===== src/rtl/cc_serializer_pkg.sv =====
// Shared types and sizing helpers for the cache-line serializer.
// Pure declarations: no latency, no flow control.
package cc_serializer_pkg;

  localparam int DEF_DATA_W = 64;
  localparam int DEF_LINE_W = 512;

  typedef enum logic {
    IDLE,
    STREAM
  } ser_state_e;

  function automatic int beats_of(input int line_w, input int data_w);
    return line_w / data_w;
  endfunction

endpackage


===== src/rtl/cc_beat_select.sv =====
// Combinational pick of word[(ofs+cnt) mod BEATS] from a line, word 0 in the MSBs.
// Zero latency; no flow control of its own.
module cc_beat_select #(
  parameter int DATA_W = 64,
  parameter int LINE_W = 512,
  localparam int BEATS = LINE_W / DATA_W,
  localparam int OFS_W = $clog2(BEATS)
) (
  input  logic [LINE_W-1:0] line_i,
  input  logic [OFS_W-1:0]  ofs_i,
  input  logic [OFS_W-1:0]  cnt_i,
  output logic [DATA_W-1:0] word_o
);

  logic [DATA_W-1:0] words [BEATS];
  logic [OFS_W-1:0]  idx;

  for (genvar g = 0; g < BEATS; g++) begin : g_split
    assign words[g] = line_i[LINE_W-1-g*DATA_W -: DATA_W];
  end

  // BEATS is a power of two, so the OFS_W-bit sum wraps exactly mod BEATS.
  assign idx    = ofs_i + cnt_i;
  assign word_o = words[idx];

endmodule


===== src/rtl/cc_line_serializer.sv =====
// Critical-word-first line-to-beat serializer; first beat 1 cycle after FIFO non-empty, 1 beat/cycle.
// Registered R output holds under rready_i=0; CC_SER_ID_EN adds the rid_o passthrough.
module cc_line_serializer
  import cc_serializer_pkg::*;
#(
  parameter int DATA_W = DEF_DATA_W,
  parameter int LINE_W = DEF_LINE_W,
`ifdef CC_SER_ID_EN
  parameter int ID_W = 4,
  localparam int ID_BITS = ID_W,
`else
  localparam int ID_BITS = 0,
`endif
  localparam int BEATS   = beats_of(LINE_W, DATA_W),
  localparam int OFS_W   = $clog2(BEATS),
  localparam int ENTRY_W = ID_BITS + OFS_W + LINE_W
) (
  input  logic               clk,
  input  logic               rst_n,
  input  logic               fifo_empty_i,
  input  logic [ENTRY_W-1:0] fifo_rdata_i,
  output logic               fifo_rden_o,
  output logic [DATA_W-1:0]  rdata_o,
  output logic               rlast_o,
  output logic               rvalid_o,
  input  logic               rready_i
`ifdef CC_SER_ID_EN
  ,
  output logic [ID_W-1:0]    rid_o
`endif
);

  ser_state_e        state_q, state_d;
  logic [OFS_W-1:0]  cnt_q, cnt_d;
  logic [DATA_W-1:0] rdata_q, rdata_d;
  logic              rlast_q, rlast_d;
  logic              rvalid_q, rvalid_d;
  logic [DATA_W-1:0] sel_word;
  logic              load;
  logic              last_beat;

`ifdef CC_SER_ID_EN
  logic [ID_W-1:0] rid_q, rid_d;
`endif

  cc_beat_select #(
    .DATA_W (DATA_W),
    .LINE_W (LINE_W)
  ) u_sel (
    .line_i (fifo_rdata_i[LINE_W-1:0]),
    .ofs_i  (fifo_rdata_i[LINE_W +: OFS_W]),
    .cnt_i  (cnt_q),
    .word_o (sel_word)
  );

  assign load      = !fifo_empty_i && (!rvalid_q || rready_i);
  assign last_beat = (cnt_q == OFS_W'(BEATS-1));
  // Pop together with loading the last beat so the next line is already at the head.
  assign fifo_rden_o = rst_n && load && last_beat;

  always_comb begin
    state_d  = state_q;
    cnt_d    = cnt_q;
    rdata_d  = rdata_q;
    rlast_d  = rlast_q;
    rvalid_d = rvalid_q;
`ifdef CC_SER_ID_EN
    rid_d    = rid_q;
`endif
    if (load) begin
      rdata_d  = sel_word;
      rlast_d  = last_beat;
      rvalid_d = 1'b1;
      cnt_d    = cnt_q + OFS_W'(1);
`ifdef CC_SER_ID_EN
      rid_d    = fifo_rdata_i[LINE_W+OFS_W +: ID_W];
`endif
    end else if (rvalid_q && rready_i) begin
      rvalid_d = 1'b0;
      rlast_d  = 1'b0;
    end
    case (state_q)
      IDLE:    if (load) state_d = STREAM;
      STREAM:  if (load && last_beat) state_d = IDLE;
      default: state_d = IDLE;
    endcase
  end

  always_ff @(posedge clk or negedge rst_n) begin
    if (!rst_n) begin
      state_q  <= IDLE;
      cnt_q    <= '0;
      rdata_q  <= '0;
      rlast_q  <= 1'b0;
      rvalid_q <= 1'b0;
`ifdef CC_SER_ID_EN
      rid_q    <= '0;
`endif
    end else begin
      state_q  <= state_d;
      cnt_q    <= cnt_d;
      rdata_q  <= rdata_d;
      rlast_q  <= rlast_d;
      rvalid_q <= rvalid_d;
`ifdef CC_SER_ID_EN
      rid_q    <= rid_d;
`endif
    end
  end

  assign rdata_o  = rdata_q;
  assign rlast_o  = rlast_q;
  assign rvalid_o = rvalid_q;
`ifdef CC_SER_ID_EN
  assign rid_o    = rid_q;
`endif

endmodule


===== config.mk =====
export PLATFORM = sky130hd
export DESIGN_NAME = cc_line_serializer
export DESIGN_NICKNAME = d
export VERILOG_FILES = /design/src/rtl/cc_serializer_pkg.sv /design/src/rtl/cc_beat_select.sv /design/src/rtl/cc_line_serializer.sv
export SDC_FILE = /design/constraint.sdc
export NUM_CORES = 1
export LEC_CHECK = 0
export CAP_MARGIN = 20
export CORE_AREA = 2 2 231 233
export DETAILED_ROUTE_END_ITERATION = 10
export DIE_AREA = 0 0 233 235
export PLACE_DENSITY_LB_ADDON = 0.3
export RECOVER_POWER = 25
export SETUP_SLACK_MARGIN = 0.15
export SYNTH_ARGS = -nofsm -noshare
export SYNTH_HDL_FRONTEND = slang
export SYNTH_SLANG_ARGS = --single-unit
export TNS_END_PERCENT = 5

===== constraint.sdc =====
create_clock -name clk -period 2.58 [get_ports clk]
set_input_delay 0.258 -clock clk [delete_from_list [all_inputs] [get_ports clk]]
set_output_delay 0.258 -clock clk [all_outputs]
set_load 0.005 [all_outputs]

==> impl_results.md, run 1 <==
* Final period util at 98.7%
* Pwr dens at 982 mW/mm^2
* Fin. max-slew vios at 0
* Nets@finish at 1591
* Vias at 7077
* CTS Root Buffer Type: clkbuf_16
* Clock transition at path regs at 60 ps
* Post-CTS setup buffer count at 0
* Max clock buf depth at 2
* Layout Utilization at 26.4%
* Hold Worst Slack at 433 ps
* Drt wl/cell at 21.0 um
* Max cap viols at 0
* Clock Sinks at 69
* Post-synth top area share at 44.9%
* Cell Area, Placed at 0.0135 sq mm
* Residual DRC at 0
* Dpl ws at -332 ps
* DP HPWL at 30400 um
* Cell leakage power at 5.07 nW
* CP Class: in2reg
* IO buf count at 585
* Layout area overhead at 115%
* EDFF count, synth at 0
* Final worst-path setup slack at 34.1 ps
* Hold Crit Class: in2reg
* Synth cell types at 22
* Commonest cells in the netlist: a21oi_1 (128), mux4_2 (128), dfrtp_1 (69), mux2i_1 (64), clkbuf_1 (19)
* Worst-Margin Slew at 1090 ps
* Peak supply drop at 0.472 mV
* 1st-iter DRT viols at 236
* Syn Area/Cell at 13.8 sq um
* Fmax at 393 MHz
* Drt first pass iters at 4
* Worst-path cell chain: clkdlybuf4s50_1, ha_4, inv_2, fa_4, buf_12, buf_16, mux4_2, mux2i_1, a21oi_1
* Slowest cell delay on critical path at 800 ps
* Outcome: complete, no violations
* Syn Inst Count at 466
* Clk_skew at 6.71 ps
* Initial core utilization at 12.3%
* Seq cells post-synth at 69
* Skew-Pair Late Insertion Delay at 370 ps
* GRT overflow at 0
* First-pass GRT wire length at 53400 um
* Delay-heaviest family, CP: adder cells
* Synth Flop Type: dfrtp_1
* GRT Util Overall at 13.4%
* CP bufs+invs at 4
* CP endpoint kind: flip-flop
* Yosys Warn Count at 0
* Vias in the first global route at 8061
* CTS tree: built
* Share of layout cells above drive strength 1 at 20.3%
* # diodes at 0
* Gpl congestion at 0.850
* Die ar. at 0.0548 sq mm
* CP required at 2810 ps
* Yosys top cell by area: mux4_2
* Arrival time worst endpoint at 2780 ps
* Crit-path max FO at 25
* Slew headroom at 27.4%
* H-tree levels at 3
* Core Footprint at 0.0522 sq mm
* Endpoints failing setup at 0
* RSZ-0062 raised after global routing: true
* Syn nets at 989
* Largest net degree at the start of global routing at 69
* Endpoints failing hold at 0
* Post-route ant nets at 0
* I/O Pins at 586
* Mapped cell area at 0.00642 sq mm
* Async S/R FF share, synth at 100%
* Minimum clock period at 2550 ps
* WL final at 37000 um
* Final design area excluding fillers at 0.0138 sq mm
* Critical path's slowest cell: fa_4
* Die span in x at 233 um
* Synth area leaders: mux4_2 (45%), dfrtp_1 (27%), a21oi_1 (10%), mux2i_1 (10%), buf_6 (2.5%)
* Standard-cell row count at 84
* Number of antenna violations at the first check in global routing at 1
* Sequential element share of the synthesized area at 26.9%
* Crit path launch type: input pin
* Sum Neg Setup Slack at 0 ps
* Via density at 4.02
* Die height at 235 um
* TritonCTS buffer count at 9
[worst register-to-register path, stage by stage, from the launching register on]
cell and delay, ps:
dfrtp_1 390, ha_4 140, inv_2 30, fa_4 800, buf_12 170, buf_16 200, mux4_2 400, mux2i_1 180
a21oi_1 90
[where the power goes]
part	internal (mW)	total, mW	switching, mW
sequential	1.61	1.92	0.312
clock	0.699	1.25	0.550
combinational	6.24	10.4	4.15
[metal layers]
layer	share of wire [%]	global-route usage [%]
met4	2.8	4.65
met3	8.0	4.64
met5	0.032	0
met1	38	14.8
met2	51	23.7
[final timing paths]
path                                    from     endpoint  slack, ps  depth (start not counted)
hold reg to reg                      rlast_o      rlast_o        520                          1
setup reg to reg                    cnt_q[0]  rdata_o[55]         60                          8
max in group asynchronous              rst_n     cnt_q[0]       1070                          3
min in group asynchronous              rst_n  rdata_o[56]        800                          3
hold / removal                  fifo_empty_i     rvalid_o        430                          2
setup / recovery           fifo_rdata_i[512]  rdata_o[55]         30                          9
[flip-flops by register name, summed over array words and instances (netlist names)]
register	count
cnt_q	3
rdata_o	64
rlast_o	1
rvalid_o	1
[through the flow]
step                      std cells  total power [mW]
after CTS                      1761              13.8
after global routing           1761              14.6
after floorplan                 466              7.85
after global placement         1744              12.4
after detailed placement       1744              12.4
final                          1761              13.6
[layout make-up]
type | count | area, sq um
well taps | 688 | 861
fillers | 5499 | 38400
flip-flops and latches | 69 | 1730
clock inverters | 4 | 22.5
repair buffers | 649 | 6570
multi-input cells | 335 | 4360
inverters | 4 | 16.3
clock buffers | 12 | 256
[logic make-up (layout without fill, tap and decap cells)]
kind of cell    count (synthesis)  count (layout)  share of synthesized area [%]
buf+inv                        62             669                           6.02
fa+ha+maj                       4               4                          0.896
xor+xnor                        2               2                          0.487
mux                           193             193                           55.0
compound gates                131             131                           10.3
simple gates                    5               5                          0.429
flops                          69              69                           26.9
[cell usage in the layout (no fill, tap or decap)]
| cell | Yosys | final |
|---|---|---|
| clkdlybuf4s50_1 | 0 | 584 |
| buf_6 | 14 | 2 |
| and3_1 | 1 | 1 |
| a21oi_1 | 128 | 128 |
| buf_4 | 8 | 40 |
| nand3_1 | 1 | 1 |
| clkbuf_16 | 0 | 9 |
| clkinvlp_4 | 0 | 1 |
| ha_2 | 0 | 1 |
| buf_16 | 0 | 1 |
| fa_4 | 0 | 1 |
| clkbuf_1 | 19 | 2 |
| nand2b_4 | 0 | 1 |
| buf_12 | 0 | 15 |
| dlygate4sd3_1 | 0 | 1 |
| ha_1 | 3 | 1 |
| mux2i_1 | 64 | 61 |
| and2_4 | 0 | 1 |
| xor2_1 | 1 | 1 |
| a22o_1 | 1 | 1 |
| ha_4 | 0 | 1 |
| dfrtp_1 | 69 | 69 |
| nand2_1 | 1 | 1 |
| xnor3_4 | 0 | 1 |
| mux2_2 | 1 | 1 |
| inv_2 | 0 | 1 |
| buf_8 | 0 | 3 |
| mux4_2 | 128 | 128 |
| clkbuf_8 | 0 | 2 |
| inv_1 | 4 | 2 |
| clkbuf_2 | 0 | 2 |
| o21ai_0 | 2 | 2 |
| mux2i_2 | 0 | 3 |
| clkinv_2 | 0 | 4 |
[what timing repair did]
item / in CTS / in global routing
pin swaps: 0 / 11
gates cloned: 0 / 0
hold buffers: 1 / 0
gates resized for setup: 0 / 14
endpoints found under the setup margin: 32 / 60
hold endpoints to repair: 69 / 0
Note: power is estimated with default switching activity, not from simulation.
==> run 2: changes to the inputs <==
- CAP_MARGIN: 20 -> unset
==> results of run 2 <==
Final layout, timing and power as in run 1 (identical DEF).
